File: config.mk
export PLATFORM = sky130hd
export DESIGN_NAME = loop_index_sequencer
export DESIGN_NICKNAME = d
export VERILOG_FILES = /design/src/rtl/loop_index_sequencer.sv
export SDC_FILE = /design/constraint.sdc
export NUM_CORES = 1
export LEC_CHECK = 0
export CORE_MARGIN = 2
export CORE_UTILIZATION = 48
export DETAILED_ROUTE_END_ITERATION = 12
export HOLD_SLACK_MARGIN = 0.03
export PLACE_DENSITY_LB_ADDON = 0.15
export SYNTH_ARGS = -nofsm -noshare
export SYNTH_HDL_FRONTEND = slang
export SYNTH_SLANG_ARGS = --single-unit
File: constraint.sdc
create_clock -name clk_i -period 4.3 [get_ports clk_i]
set_clock_uncertainty 0.15 [all_clocks]
set_input_delay 1.075 -clock clk_i [delete_from_list [all_inputs] [get_ports clk_i]]
set_output_delay 1.075 -clock clk_i [all_outputs]
set_load 0.1 [all_outputs]
File: src/rtl/loop_index_sequencer.sv
`default_nettype none
// ============================================================================
// Module   : loop_index_sequencer
// Purpose  : Walks a two-level nested loop (outer over filters, inner over
//            nonzeros) and emits one (outer, inner) index pair per
//            valid/ready transfer. Also drives the reset/step strobes of a
//            downstream inclusive-max wrap counter so that its count tracks
//            inner_idx_o in every RUN cycle.
// Revision : 1.0 - initial release
// ----------------------------------------------------------------------------
// Ports
//   clk_i          : clock, rising edge
//   rst_n_i        : asynchronous active-low reset
//   start_i        : launch request, sampled only in IDLE
//   inner_max_i    : inclusive last inner index, latched at start
//   outer_max_i    : inclusive last outer index, latched at start
//   ready_i        : downstream accepts current index pair
//   abort_i        : (LOOP_SEQ_ABORT_EN only) abandon the run from RUN
//   valid_o        : index pair valid (RUN)
//   inner_idx_o    : current inner index
//   outer_idx_o    : current outer index
//   last_inner_o   : inner index at latched max while valid
//   last_o         : both indices at latched max while valid
//   counter_rst_o  : downstream counter reset (IDLE/DONE)
//   counter_ld_o   : downstream counter step (valid & ready)
//   busy_o         : high in RUN
//   done_o         : one-cycle completion pulse
// Configuration
//   LOOP_SEQ_ABORT_EN : when defined, adds abort_i
// ============================================================================
module loop_index_sequencer #(
  parameter int INNER_WIDTH = 4,
  parameter int OUTER_WIDTH = 8
) (
  input  logic                   clk_i,
  input  logic                   rst_n_i,
  input  logic                   start_i,
  input  logic [INNER_WIDTH-1:0] inner_max_i,
  input  logic [OUTER_WIDTH-1:0] outer_max_i,
  input  logic                   ready_i,
`ifdef LOOP_SEQ_ABORT_EN
  input  logic                   abort_i,
`endif
  output logic                   valid_o,
  output logic [INNER_WIDTH-1:0] inner_idx_o,
  output logic [OUTER_WIDTH-1:0] outer_idx_o,
  output logic                   last_inner_o,
  output logic                   last_o,
  output logic                   counter_rst_o,
  output logic                   counter_ld_o,
  output logic                   busy_o,
  output logic                   done_o
);

  localparam logic [INNER_WIDTH-1:0] C_INNER_ONE = INNER_WIDTH'(1);
  localparam logic [OUTER_WIDTH-1:0] C_OUTER_ONE = OUTER_WIDTH'(1);

  typedef enum logic [1:0] {
    S_IDLE = 2'd0,
    S_RUN  = 2'd1,
    S_DONE = 2'd2
  } state_e;

  state_e                 state_q;
  logic [INNER_WIDTH-1:0] inner_q;
  logic [OUTER_WIDTH-1:0] outer_q;
  logic [INNER_WIDTH-1:0] inner_max_q;
  logic [OUTER_WIDTH-1:0] outer_max_q;

  logic                   inner_wrap;
  logic                   at_last;
  logic                   abort_req;
  logic [INNER_WIDTH-1:0] inner_d;
  logic [OUTER_WIDTH-1:0] outer_d;

  assign inner_wrap = (inner_q == inner_max_q);
  assign at_last    = inner_wrap && (outer_q == outer_max_q);

`ifdef LOOP_SEQ_ABORT_EN
  assign abort_req = abort_i;
`else
  assign abort_req = 1'b0;
`endif

  // Index step for one transfer: inner counts up to its inclusive max, then
  // wraps and carries into outer.
  always_comb begin
    inner_d = inner_q + C_INNER_ONE;
    outer_d = outer_q;
    if (inner_wrap) begin
      inner_d = '0;
      outer_d = outer_q + C_OUTER_ONE;
    end
  end

  always_ff @(posedge clk_i or negedge rst_n_i) begin
    if (!rst_n_i) begin
      state_q     <= S_IDLE;
      inner_q     <= '0;
      outer_q     <= '0;
      inner_max_q <= '0;
      outer_max_q <= '0;
    end else begin
      case (state_q)
        S_IDLE: begin
          if (start_i) begin
            inner_max_q <= inner_max_i;
            outer_max_q <= outer_max_i;
            inner_q     <= '0;
            outer_q     <= '0;
            state_q     <= S_RUN;
          end
        end
        S_RUN: begin
          if (abort_req) begin
            // Abort wins over any concurrent transfer: indices are zeroed
            // and no completion pulse is produced.
            inner_q <= '0;
            outer_q <= '0;
            state_q <= S_IDLE;
          end else if (ready_i) begin
            if (at_last) begin
              // Final pair stays on the outputs; only the state advances.
              state_q <= S_DONE;
            end else begin
              inner_q <= inner_d;
              outer_q <= outer_d;
            end
          end
        end
        S_DONE: begin
          state_q <= S_IDLE;
        end
        default: begin
          state_q <= S_IDLE;
        end
      endcase
    end
  end

  // All outputs except counter_ld_o are decoded from registers only, so the
  // asynchronous reset reaches them without waiting for an edge.
  assign valid_o       = (state_q == S_RUN);
  assign busy_o        = (state_q == S_RUN);
  assign done_o        = (state_q == S_DONE);
  assign counter_rst_o = (state_q != S_RUN);
  assign counter_ld_o  = valid_o & ready_i;
  assign inner_idx_o   = inner_q;
  assign outer_idx_o   = outer_q;
  assign last_inner_o  = valid_o & inner_wrap;
  assign last_o        = valid_o & at_last;

endmodule
`default_nettype wire

==> flow_summary.toml, run 1 <==
[clocking]
cts_resized = 0
postCtsSetupBuffers = 0
root_buffer = "clkbuf_4"
postCtsHoldBufs = 0
cts_tree = "built"
path_clk_slew_ns = 0.14
htreeDepth = 1
clock-sinks = 26
clock_path_buffers = 2
clk_latency_ns = 0.33
numCtsBuffers = 3

[setup_path]
r2r_cells = 5
crit_family = "buffers and inverters"
path_buf_inv = 1
cp-start-kind = "flip-flop"
rrSetupSlack_ns = 1.90
cp.required_ns = 3.07
cp_max_fo = 9
crit_start = "outer_idx_o[3]"
arrival_ns = 2.06
crit_slowest_cell = "clkdlybuf4s50_1"
cp_slowest_stage_delay_ns = 1.20
end_kind = "output port"
cp_cell_sequence = "clkdlybuf4s50_1"
timing.rr.start = "inner_idx_o[1]"
path_depth = 1
worstSetupEndpoint = "outer_idx_o[3]"
r2r_end = "outer_idx_o[3]"
path_class = "reg -> out"

[yosys]
synth_area_leaders = "dfrtp_1, mux2_2, xnor2_1"
ys_ff_latch = 26
syn-instance-count = 123
synth.largest_area_cell = "dfrtp_1"
seq_area_frac_synth_pct = 47.8
syn_nets = 141
avgSynthCellArea_sq_um = 11.1
synth_area_sq_um = 1360
synth_cell_types = 32
synth_warnings = 0
yosysTopAreaCellShare_pct = 47.8

[final_layout]
layout-drive-gt1-share_pct = 19.0
diodes = 0
final_cell_count_no_fill = 189
area_growth_pct = 30.5
final_cell_area_sq_um = 1770
fill_cells = 237
final_net_count = 177

[route]
drt_pass1_iterations = 4
vias_per_cell = 5.65
ant_nets = 0
drc = 0
totalWireLength_microns = 2740
detail_route.iter0.violations = 34
wl_per_cell_microns = 14.5
routed-via-count = 1067

[placed_design]
dpl.hpwl_microns = 2050
place_area_sq_um = 1720
dp_cells = 185
port_buffers = 34
place.gp.congestion = 0.823

[floorplan]
dieArea_sq_um = 3280
ios = 35
initial_utilization_pct = 49.7
die_w_microns = 57.2
core-area_sq_um = 2730
die_h_microns = 57.2
num_rows = 19

[global_routing]
grt_pass1_wl_microns = 4750
antenna_found_initial = 0
grt_max_degree = 27
grt-ovfl-total = 0
grt.total_usage_pct = 18.4
grt_pass1_vias = 1099

[timing]
final_hold_viol_count = 0
rsz0062_at_grt = "false"
period_share_pct = 76.4
fin_crit_ns = 3.28
tightestPinTransition_ns = 0.972
finalSetupTns_ns = 0
final-setup-viol-count = 0
fmax_mhz = 304
relSlewSlack_pct = 35.0
drv_slew = 0

[power]
leakagePower_nw = 0.752
power_density_nw_per_um2 = 599
irDropWorstVdd_mv = 0.473

[hold_path]
hold_path_class = "reg -> reg"

[run_status]
status = "finished clean"

[flow_run]
maxCapViolations = 0
==> sequential cells by signal, indices dropped and copies added, names as in the netlist <==
signal       count
inner_max_q      4
inner_idx_o      4
state_q          2
outer_max_q      8
outer_idx_o      8
==> Yosys cell counts <==
| cell type | instances |
|---|---|
| o41ai_4 | 1 |
| a31oi_1 | 2 |
| a21o_1 | 1 |
| nor2_1 | 8 |
| nand2_1 | 7 |
| o22a_1 | 3 |
| o2111ai_1 | 1 |
| clkbuf_1 | 3 |
| nor4_2 | 1 |
| o21ai_0 | 5 |
| or2_1 | 1 |
| buf_1 | 1 |
| a22o_1 | 3 |
| ha_1 | 2 |
| o31ai_1 | 6 |
| nand3_1 | 4 |
| nand4_1 | 2 |
| or4_4 | 1 |
| nor2b_1 | 2 |
| inv_1 | 4 |
| nand2b_1 | 2 |
| buf_4 | 1 |
| dfrtp_1 | 26 |
| xor2_1 | 4 |
| mux2_2 | 14 |
| o21bai_1 | 1 |
| and3_1 | 2 |
| nor3b_1 | 1 |
| nor3_1 | 3 |
| a41oi_1 | 1 |
| a21oi_1 | 2 |
| xnor2_1 | 8 |
==> cells in the final DEF (no fill, tap or decap), types with 2 or more instances in the layout <==
cell type,count
a21oi_1,2
nor3_1,3
o21ai_0,5
o31ai_1,6
ha_1,2
nor2b_1,2
xor2_1,4
dfrtp_1,26
mux2_2,14
nor2_1,8
a31oi_1,2
nand4_1,2
and3_1,2
buf_4,8
nand2_1,7
nand2b_1,2
o22a_1,3
clkdlybuf4s50_1,28
nand3_1,4
clkbuf_4,3
xnor2_1,8
inv_1,4
a22o_1,3
==> area by class of cell <==
class	count	area [sq um]	share of cell area [%]
clock buffer	3	22.5	1.27
clock inverter	1	30.0	1.69
inverter	4	15.0	0.846
multi-input combinational	88	677	38.2
sequential	26	651	36.7
tap	31	38.8	2.19
timing repair buffer	36	340	19.2
==> layer usage <==
| layer | vias to the layer above | wire length (microns) | track usage, % | part of all wire [%] |
|---|---|---|---|---|
| met5 | - | 0 | 0 | 0 |
| met4 | 0 | 44 | 7.31 | 1.6 |
| met3 | 6 | 119 | 2.72 | 4.3 |
| met2 | 34 | 1310 | 31.0 | 48 |
| met1 | 515 | 1270 | 23.9 | 46 |
| li1 | 512 | - | - | - |
==> where the power goes <==
part	internal [mW]	switching, mW	total, mW
sequential	0.312	0.0680	0.380
clock	0.0943	0.0750	0.169
combinational	0.174	0.340	0.513
==> cells by family after synthesis <==
logic type	after synthesis	synth area share [%]
AOI/OAI and AO/OA	26	15.1
xor gates and xnor gates	12	7.73
adders and majority gates	2	1.84
buffers and inverters	9	2.76
DFF	26	47.8
muxes	14	11.6
and+or+nand+nor	34	13.2
==> how the worst min path moves through the flow <==
stage | cells past startpoint | from | to
6_report | 1 | outer_max_q[1] | outer_max_q[1]
5_1_grt | 1 | inner_max_q[0] | inner_max_q[0]
4_1_cts | 1 | outer_max_q[1] | outer_max_q[1]
3_5_place_dp | 1 | outer_max_q[1] | outer_max_q[1]
3_3_place_gp | 1 | inner_max_q[3] | inner_max_q[3]
2_1_floorplan | 1 | inner_max_q[2] | inner_max_q[2]
==> through the flow <==
step                util (%)  total power [mW]  setup slack, ns  hold WS, ns
floorplan                  -             0.775           0.0279        0.351
global placement        63.0             0.888             1.05        0.362
detailed placement      63.0             0.900             1.03        0.368
CTS                     64.9              1.07             1.02        0.399
global route            64.9              1.12            0.761        0.424
finish                  64.9              1.06             1.02        0.396
(Power assumes the default switching activity.)
==> run 2, diff against run 1 <==
--- a/config.mk
+++ b/config.mk
@@ -6,7 +6,7 @@
 export NUM_CORES = 1
 export LEC_CHECK = 0
 export CORE_MARGIN = 2
-export CORE_UTILIZATION = 48
+export CORE_UTILIZATION = 43
 export DETAILED_ROUTE_END_ITERATION = 12
 export HOLD_SLACK_MARGIN = 0.03
 export PLACE_DENSITY_LB_ADDON = 0.15
==> constraint.sdc (replaced) <==
create_clock -name clk_i -period 2.7 [get_ports clk_i]
set_clock_uncertainty 0.15 [all_clocks]
set_input_delay 0.675 -clock clk_i [delete_from_list [all_inputs] [get_ports clk_i]]
set_output_delay 0.675 -clock clk_i [all_outputs]
set_load 0.1 [all_outputs]
==> run 2 against run 1 <==
Effect of this change: sequential power is 67% higher; global-route usage is 0.58 points higher; die area is 11% higher; sequential share of layout area is 3.0 points lower; non-clock buffer count is 11 higher; final area is 14% higher; setup slack worse by 1.0 ns; cell count is 13% higher; register-to-register slack worse by 1.6 ns; combinational power is 91% higher; via count is 5.2% higher; utilization is 1.7 points higher; largest power group unchanged.
==> flow_summary.toml, run 2 (synthesized netlist as in run 1, its figures left out) <==
[flow_run]
maxCapViolations = 0

[placed_design]
dpl.hpwl_microns = 2250
place_ws_ns = 0.210
port_buffers = 34
place.gp.congestion = 0.803

[route]
ant_nets = 0
drc = 0
detail_route.iter0.violations = 42
drt_pass1_iterations = 4
routed-via-count = 1123
wl_per_cell_microns = 14.2
vias_per_cell = 5.27
totalWireLength_microns = 3030

[clocking]
path_clk_slew_ns = 0.14
clk_latency_ns = 0.33
numCtsBuffers = 3
clock_path_buffers = 2
clock-sinks = 26
htreeDepth = 1
root_buffer = "clkbuf_4"
cts_tree = "built"

[timing]
finalSetupTns_ns = 0
finalWorstSetupSlack_ns = 0.00596
fmax_mhz = 371
drv_slew = 0
relSlewSlack_pct = 55.5
hold_ws_ns = 0.402
final_hold_viol_count = 0
tightestPinTransition_ns = 0.667
final-setup-viol-count = 0
rsz0062_at_grt = "true"
fin_crit_ns = 2.69
period_share_pct = 99.8

[floorplan]
die_w_microns = 60.2
dieArea_sq_um = 3630
num_rows = 20
die_h_microns = 60.2
initial_utilization_pct = 44.9
ios = 35
core-area_sq_um = 3030

[power]
leakagePower_nw = 0.851
irDropWorstVdd_mv = 0.549
power_density_nw_per_um2 = 898

[setup_path]
cp-start-kind = "flip-flop"
cp.required_ns = 1.88
arrival_ns = 1.87
cp_max_fo = 2
end_kind = "output port"
path_class = "reg -> out"

[global_routing]
grt.total_usage_pct = 19.0
grt-ovfl-total = 0
grt_max_degree = 27
grt_pass1_vias = 1062
antenna_found_initial = 0
grt_pass1_wl_microns = 5000

[final_layout]
layout_common_cells = "buf_4, clkdlybuf4s50_1, mux2_2"
fill_cells = 239
diodes = 0
final_net_count = 188
area_growth_pct = 48.3
layout-drive-gt1-share_pct = 46.2
final_common_cell = "buf_4"

[hold_path]
hold_path_class = "reg -> reg"

[run_status]
status = "finished clean"
==> run 2: cell count changes in the layout (fill, tap and decap cells not counted), sizes merged <==
| cell | previous run | this run |
|---|---|---|
| clkdlybuf4s50 | 28 | 15 |
| inv | 4 | 3 |
| clkinvlp | 0 | 1 |
| buf | 8 | 32 |
| bufinv | 1 | 0 |
| clkbuf | 3 | 4 |
==> run 2: per-stage QoR <==
stage	std cells	util [%]	power (mW)	cell area [sq um]
6_report	213	66.6	1.81	2020
5_1_grt	213	66.6	1.92	2020
4_1_cts	211	64.8	1.77	1960
3_5_place_dp	201	61.5	1.51	1860
3_3_place_gp	201	61.5	1.49	1860
2_1_floorplan	123	-	1.29	1420
==> run 2: cell type report <==
class	count	area (sq um)	share of cell area, %
well taps	44	55.1	2.73
clock buffers	4	36.3	1.80
repair buffers	47	465	23.1
multi-input cells	88	762	37.8
inverters	4	18.8	0.931
flip-flops and latches	26	679	33.7
==> run 2: final timing paths <==
| path | to | cells after the start | slack (ns) | from |
|---|---|---|---|---|
| hold reg to reg | outer_idx_o[5] | 1 | 0.40 | outer_idx_o[5] |
| hold / removal | outer_idx_o[5] | 1 | 0.40 | outer_idx_o[5] |
| max in group asynchronous | inner_idx_o[3] | 2 | 1.57 | rst_n_i |
| setup reg to reg | outer_idx_o[1] | 6 | 0.26 | inner_idx_o[2] |
| min in group asynchronous | outer_max_q[5] | 2 | 0.54 | rst_n_i |
| setup / recovery | last_inner_o | 4 | 0.006 | inner_idx_o[2] |
==> run 2: timing repair <==
action,CTS,global route
hold buffers,0,0
endpoints found under the setup margin,2,2
buffers inserted,6,2
gates resized for setup,2,8
pin swaps,6,4
==> run 2: metal layers <==
layer  routed length, microns  GRT usage [%]  up-vias
met2                     1500           30.9       27
met4                       40           6.67        0
li1                         -              -      537
met3                      131           3.25        5
met5                        0              0        -
met1                     1360           25.4      554
==> run 2: worst max-delay path: stages, from the launching register on <==
cell and delay, ns:
dfrtp_4 0.53, xor2_4 0.17, or4_4 0.56, nor2_4 0.12
buf_12 0.18
==> run 2: power by group <==
part	total, mW	leakage (nW)	internal [mW]	switching (mW)
clock	0.200	0.0210	0.0826	0.117
combinational	0.978	0.523	0.377	0.601
sequential	0.633	0.308	0.516	0.117
